--- src/rtl/muldiv_sequencer_if.sv ---
// Handshake and result bundle between the execute stage and the iterative mult/div engine.
// The master side belongs to the execute stage; the slave side belongs to muldiv_sequencer.
interface muldiv_sequencer_if #(
   parameter int WIDTH = 32
);
   logic             start;
   logic             multordiv;
   logic [WIDTH-1:0] srca;
   logic [WIDTH-1:0] srcb;
   logic             abort;
   logic             busy;
   logic             done;
   logic             hlwrite;
   logic [WIDTH-1:0] hi;
   logic [WIDTH-1:0] lo;

   modport master (
      output start, multordiv, srca, srcb, abort,
      input  busy, done, hlwrite, hi, lo
   );

   modport slave (
      input  start, multordiv, srca, srcb, abort,
      output busy, done, hlwrite, hi, lo
   );
endinterface

--- src/rtl/muldiv_sequencer.sv ---
// Radix-2 iterative multiply (shift-add) / divide (restoring) engine, one iteration per cycle.
// Define MULDIV_SIGNED_EN for two's-complement operands with sign-corrected results.
module muldiv_sequencer #(
   parameter int WIDTH = 32
) (
   input logic               clk,
   input logic               reset,
   muldiv_sequencer_if.slave bus
);
   localparam int CW = (WIDTH > 1) ? $clog2(WIDTH) : 1;

   typedef enum logic [1:0] {IDLE, RUN, DONE} state_t;

   state_t             state_q, state_d;
   logic [CW-1:0]      count_q, count_d;
   logic               div_q, div_d;
   logic [WIDTH-1:0]   opb_q, opb_d;
   logic [2*WIDTH-1:0] acc_q, acc_d;
   logic [WIDTH-1:0]   hi_q, hi_d;
   logic [WIDTH-1:0]   lo_q, lo_d;
   logic               done_q, done_d;

   logic [WIDTH:0]     mul_sum;
   logic [WIDTH:0]     rem_shift;
   logic [WIDTH-1:0]   rem_diff;
   logic [2*WIDTH-1:0] acc_step;
   logic [2*WIDTH-1:0] result;

`ifdef MULDIV_SIGNED_EN
   logic               neg_q, neg_d;
   logic               rem_neg_q, rem_neg_d;
   logic [WIDTH-1:0]   a_mag, b_mag;
`endif

   // The accumulator holds {partial, operand}: for multiply the low half is the
   // multiplier shifting out, for divide the dividend shifts out while quotient bits shift in.
   always_comb begin
      mul_sum   = {1'b0, acc_q[2*WIDTH-1:WIDTH]} + {1'b0, opb_q & {WIDTH{acc_q[0]}}};
      rem_shift = {acc_q[2*WIDTH-1:WIDTH], acc_q[WIDTH-1]};
      rem_diff  = rem_shift[WIDTH-1:0] - opb_q;
      if (div_q) begin
         if (rem_shift >= {1'b0, opb_q}) begin
            acc_step = {rem_diff, acc_q[WIDTH-2:0], 1'b1};
         end else begin
            acc_step = {rem_shift[WIDTH-1:0], acc_q[WIDTH-2:0], 1'b0};
         end
      end else begin
         acc_step = {mul_sum, acc_q[WIDTH-1:1]};
      end
   end

`ifdef MULDIV_SIGNED_EN
   // A zero divisor leaves the quotient as all ones; the remainder already equals srca
   // once its sign is restored, so only the quotient skips correction.
   always_comb begin
      a_mag  = bus.srca[WIDTH-1] ? -bus.srca : bus.srca;
      b_mag  = bus.srcb[WIDTH-1] ? -bus.srcb : bus.srcb;
      result = acc_step;
      if (div_q) begin
         if (neg_q && (opb_q != '0)) begin
            result[WIDTH-1:0] = -acc_step[WIDTH-1:0];
         end
         if (rem_neg_q) begin
            result[2*WIDTH-1:WIDTH] = -acc_step[2*WIDTH-1:WIDTH];
         end
      end else if (neg_q) begin
         result = -acc_step;
      end
   end
`else
   assign result = acc_step;
`endif

   always_comb begin
      state_d = state_q;
      count_d = count_q;
      div_d   = div_q;
      opb_d   = opb_q;
      acc_d   = acc_q;
      hi_d    = hi_q;
      lo_d    = lo_q;
      done_d  = 1'b0;
`ifdef MULDIV_SIGNED_EN
      neg_d     = neg_q;
      rem_neg_d = rem_neg_q;
`endif
      case (state_q)
         IDLE: begin
            if (bus.start && !bus.abort) begin
               state_d = RUN;
               count_d = CW'(WIDTH - 1);
               div_d   = bus.multordiv;
`ifdef MULDIV_SIGNED_EN
               opb_d     = b_mag;
               acc_d     = {{WIDTH{1'b0}}, a_mag};
               neg_d     = bus.srca[WIDTH-1] ^ bus.srcb[WIDTH-1];
               rem_neg_d = bus.srca[WIDTH-1];
`else
               opb_d = bus.srcb;
               acc_d = {{WIDTH{1'b0}}, bus.srca};
`endif
            end
         end
         RUN: begin
            if (bus.abort) begin
               state_d = IDLE;
            end else begin
               acc_d   = acc_step;
               count_d = count_q - CW'(1);
               if (count_q == '0) begin
                  state_d = DONE;
                  count_d = '0;
                  hi_d    = result[2*WIDTH-1:WIDTH];
                  lo_d    = result[WIDTH-1:0];
                  done_d  = 1'b1;
               end
            end
         end
         DONE: begin
            state_d = IDLE;
         end
         default: begin
            state_d = IDLE;
         end
      endcase
   end

   always_ff @(posedge clk) begin
      if (reset) begin
         state_q <= IDLE;
         count_q <= '0;
         div_q   <= 1'b0;
         opb_q   <= '0;
         acc_q   <= '0;
         hi_q    <= '0;
         lo_q    <= '0;
         done_q  <= 1'b0;
`ifdef MULDIV_SIGNED_EN
         neg_q     <= 1'b0;
         rem_neg_q <= 1'b0;
`endif
      end else begin
         state_q <= state_d;
         count_q <= count_d;
         div_q   <= div_d;
         opb_q   <= opb_d;
         acc_q   <= acc_d;
         hi_q    <= hi_d;
         lo_q    <= lo_d;
         done_q  <= done_d;
`ifdef MULDIV_SIGNED_EN
         neg_q     <= neg_d;
         rem_neg_q <= rem_neg_d;
`endif
      end
   end

   assign bus.busy    = (state_q != IDLE);
   assign bus.done    = done_q;
   assign bus.hlwrite = done_q;
   assign bus.hi      = hi_q;
   assign bus.lo      = lo_q;
endmodule

--- src/flat_wrapper.sv ---
// flat-port wrapper written by rule: the top's interface ports become plain ports
module muldiv_sequencer_flat 
#(
   parameter int WIDTH = 32
)
  (clk, reset, bus_start, bus_multordiv, bus_srca, bus_srcb, bus_abort, bus_busy, bus_done, bus_hlwrite, bus_hi, bus_lo);
  muldiv_sequencer_if #(.WIDTH(WIDTH)) bus_i ();
  input logic clk;
  input logic reset;
  input wire logic [$bits(bus_i.start)-1:0] bus_start;
  input wire logic [$bits(bus_i.multordiv)-1:0] bus_multordiv;
  input wire logic [$bits(bus_i.srca)-1:0] bus_srca;
  input wire logic [$bits(bus_i.srcb)-1:0] bus_srcb;
  input wire logic [$bits(bus_i.abort)-1:0] bus_abort;
  output wire logic [$bits(bus_i.busy)-1:0] bus_busy;
  output wire logic [$bits(bus_i.done)-1:0] bus_done;
  output wire logic [$bits(bus_i.hlwrite)-1:0] bus_hlwrite;
  output wire logic [$bits(bus_i.hi)-1:0] bus_hi;
  output wire logic [$bits(bus_i.lo)-1:0] bus_lo;
  assign bus_i.start = bus_start;
  assign bus_i.multordiv = bus_multordiv;
  assign bus_i.srca = bus_srca;
  assign bus_i.srcb = bus_srcb;
  assign bus_i.abort = bus_abort;
  assign bus_busy = bus_i.busy;
  assign bus_done = bus_i.done;
  assign bus_hlwrite = bus_i.hlwrite;
  assign bus_hi = bus_i.hi;
  assign bus_lo = bus_i.lo;
  muldiv_sequencer #(.WIDTH(WIDTH)) u_core (.clk(clk), .reset(reset), .bus(bus_i));
endmodule
--- config.mk ---
export PLATFORM = sky130hd
export DESIGN_NAME = muldiv_sequencer_flat
export DESIGN_NICKNAME = d
export VERILOG_FILES = /design/src/rtl/muldiv_sequencer_if.sv /design/src/rtl/muldiv_sequencer.sv /design/src/flat_wrapper.sv
export SDC_FILE = /design/constraint.sdc
export NUM_CORES = 1
export LEC_CHECK = 0
export ABC_AREA = 1
export ABC_CLOCK_PERIOD_IN_PS = 2430
export BUFFER_PORTS_ARGS = -buffer_cell sky130_fd_sc_hd__buf_2
export CELL_PAD_IN_SITES_DETAIL_PLACEMENT = 0
export CELL_PAD_IN_SITES_GLOBAL_PLACEMENT = 1
export CORE_ASPECT_RATIO = 1.4
export CORE_MARGIN = 2
export CORE_UTILIZATION = 38
export CTS_CLUSTER_DIAMETER = 200
export DETAILED_ROUTE_END_ITERATION = 8
export PLACE_DENSITY = 0.78
export SLEW_MARGIN = 20
export SYNTH_ARGS = -nofsm -noshare
export SYNTH_HDL_FRONTEND = slang
export SYNTH_SLANG_ARGS = --single-unit
export TNS_END_PERCENT = 20
--- constraint.sdc ---
create_clock -name clk -period 2.43 [get_ports clk]
set_clock_uncertainty 0.05 [all_clocks]
set_input_delay 0.3645 -clock clk [delete_from_list [all_inputs] [get_ports clk]]
set_output_delay 0.3645 -clock clk [all_outputs]
set_load 0.01 [all_outputs]
==> metrics.md <==
| Metric | Value |
|---|---|
| MaxCap Viol Count | `0` |
| Pwr Density | `around 470 mW/mm²` |
| Final Setup Violations | `0` |
| Pwr Total | `between 8000 and 9000 µW` |
| Synth Flop Type | `dfxtp_1` |
| RePlAce Congestion | `1.01` |
| P_leak | `between 0.008 and 0.009 µW` |
| Status | `finished, final reports clean` |
| CTS tree | `built` |
| YS warnings | `0` |
| Vias per cell | `about 5.2` |
| Worst skew pair latency | `around 460 ps` |
| Sequential power share | `roughly a third` |
| Ports | `~140` |
| Sw Ratio | `34.0%` |
| Final Hold Slack | `~110 ps` |
| Antenna violations before repair | `0` |
| Async set or reset register ratio after synthesis | `0%` |
| Largest net degree at the start of global routing | `57` |
| Synthesized area | `0.0123 mm²` |
| Cell accounting for the most synthesized area | `dfxtp_1` |
| Yosys cell types | `40` |
| Crit path DAT | `between 2000 and 3000 ps` |
| Synth top area cells | `dfxtp_1, nand2_1, inv_1` |
| Routed WL per cell | `between 15 and 20 µm` |
| Number of synthesized flops with an enable pin | `0` |
| CTS Hold Buffers Added | `0` |
| Initial DRC count | `just over 700` |
| Synth Area per Inst | `~6 µm²` |
| Register area share after synthesis | `27.5%` |
| Comb power frac | `slightly below 30%` |
| Synth Instances | `2,052` |
| FMAX | `between 400 and 500 MHz` |
| Slew headroom | `between 50% and 60%` |
| Syn_nets | `~2,200` |
| Register area | `~0.0034 mm²` |
| Clock buffer count from CTS | `17` |
| Die area | `roughly 0.034 mm²` |
| 1st-pass router iterations | `5` |
| Syn-to-layout area delta | `48.7%` |
| Clock network power share | `35.2%` |
| Crit start category | `register` |
| Post-route ant nets | `0` |
| CP required | `approximately 2700 ps` |
| Gr usage total | `around 29%` |
| GRT Residual Overflow | `0` |
| CTS root buffer | `clkbuf_16` |
| Clock-pin slew on the worst setup and hold paths | `~80 ps` |
| Initial Util | `38.2%` |
| Routed WL | `about 50 mm` |
| Slew @ Worst Pin | `just over 700 ps` |
| Non-filler instance count after layout | `about 2,800` |
| Critical-path maximum fanout | `6` |
| Die X | `roughly 160 µm` |
| Multi-input logic area | `roughly 0.0095 mm²` |
| Final hold violations | `0` |
| P_int | `5670 µW` |
| Critical Path Sink Type | `register` |
| Layout cell share with drive strength beyond 1 | `a little under two fifths` |
| Yosys top cell area share | `27.5%` |
| RSZ-0062 raised after global routing | `yes` |
| Dpl hpwl | `about 38 mm` |
| Tcrit/Tclk final | `between 90% and 100%` |
| TNS Setup | `0 ps` |
| Net switching power figure | `between 2000 and 3000 µW` |
| Nets | `between 2,000 and 3,000` |
| Die Y-Extent | `~220 µm` |
| Row cnt | `approximately 80` |
| Vias | `about 15,000` |
| Minimum clock period | `2400 ps` |
| Clk buf depth | `2` |
| Post-synthesis register bit count | `169` |
| IO Port Bufs | `between 100 and 150` |
| First-pass GRT wire length | `74.6 mm` |
| Slew Limit Fails | `0` |
| Max VDD drop | `0.353 mV` |
| Hold Path Class | `primary input to register` |
| DR DRC count | `0` |
| Vias in the first global route | `~14,000` |
| Placed cell count | `~2,800` |
| Fillers | `3,111` |
| Crit Path Class | `register to register` |
| Number of diodes | `0` |
| H-tree depth | `4` |
| Core ar. | `approximately 0.032 mm²` |
| Sinks on the clock net | `169` |
## repair_timing
item	in CTS	in global routing
setup endpoints to repair	45	65
gates cloned	1	4
hold endpoints to repair	0	0
resized for setup	87	405
setup buffers	1	11
pin swaps	15	112
## power groups by stage
stage | logic [µW] | clock network (µW) | registers, µW
5_1_grt | 2760 | 3150 | 3020
6_report | 2550 | 3020 | 3010
3_3_place_gp | 2230 | 0 | 3050
3_5_place_dp | 2240 | 0 | 3060
2_1_floorplan | 1210 | 0 | 3040
4_1_cts | 2280 | 3050 | 3000
## cells in the final DEF, fill, tap and decap left out, types with 20 or more instances in the layout
cell         n
nand3_2     61
buf_4      266
a21oi_1    101
dfxtp_1    142
nor2_1      87
ha_4        59
nand3_1     98
inv_2       32
a31oi_1     33
nand4_1     56
o21ai_0     83
nand2_1    622
dfxtp_2     23
nor2_2      39
a21oi_2     31
nand2_4     24
clkbuf_16   20
nand2_2     84
inv_1      246
nor2_4      26
buf_2      135
## worst paths after layout
| check | from | to | slack (ps) | cells past startpoint |
|---|---|---|---|---|
| min | bus_srcb[0] | u_core.opb_q[0] | 110 | 3 |
| max | u_core.opb_q[25] | u_core.bus.hi[0] | 30 | 16 |
| min reg2reg | u_core.bus.lo[10] | u_core.bus.lo[10] | 420 | 2 |
| max reg2reg | u_core.opb_q[25] | u_core.bus.hi[0] | 30 | 16 |
## stage by stage
| stage | setup slack (ps) | area, µm² | utilization (%) |
|---|---|---|---|
| global placement | -137 | 15400 | 47.7 |
| floorplan | -8.34 | 12300 | - |
| global route | -68.9 | 18300 | 56.8 |
| finish | 30.8 | 18300 | 56.8 |
| detailed placement | -159 | 15400 | 47.7 |
| CTS | -44.4 | 16400 | 50.9 |
## logic make-up (layout without fill, tap and decap cells)
group	count (synthesis)	after routing	synth area share (%)
buffers and inverters	361	741	11.6
adders and majority gates	67	67	6.93
AOI/OAI and AO/OA	293	293	12.8
DFF	169	169	27.5
xor gates and xnor gates	16	16	1.14
and+or+nand+nor	1146	1147	40.1
## Yosys cell counts, types with 2 or more instances
master	instances
nand2_1	720
inv_1	267
dfxtp_1	169
nand3_1	148
nor2_1	139
a21oi_1	138
o21ai_0	98
ha_1	65
nand4_1	56
clkbuf_1	54
a31oi_1	34
xor2_1	15
buf_2	14
nor3_1	14
nand3_2	13
or2_2	13
inv_2	11
nand2_2	11
nand3b_1	9
o21bai_1	9
nor2_2	8
buf_1	7
a21oi_2	6
and2_1	5
nor2_4	5
a211oi_1	4
buf_4	4
o21a_1	3
fa_1	2
## area by class of cell
class                           instances  area share, %
Multi-Input combinational cell       1523           52.1
Sequential cell                       169           18.7
Timing Repair Buffer                  430           17.2
Inverter                              279           5.73
Tap cell                              400           2.73
Clock buffer                           19           2.47
Clock inverter                         13          0.970
## flip-flops by register name, summed over array words and instances (netlist names)
name and count:
u_core.bus.done 1, u_core.state_q 2, u_core.acc_q 64, u_core.bus.hi 32, u_core.div_q 1, u_core.count_q 5, u_core.bus.lo 32, u_core.opb_q 32
## critical path, stage by stage, from the launching register on
cell	delay, ps
dfxtp_2	350
inv_1	60
ha_1	200
nand2_2	70
nand2_2	60
nand2_2	70
nand2_1	70
a21oi_2	170
buf_4	160
nand2_4	70
nor2_8	260
nand2_8	120
buf_4	170
nand3b_1	130
nand3_2	110
nor2_2	120
nor2_1	50
## layer usage
metal	global-route usage, %	routed length [µm]
met5	0	0
met1	33.7	20000
met3	3.66	2690
met2	52.3	25600
met4	10.9	2040
Note: power is estimated with default switching activity, not from simulation.
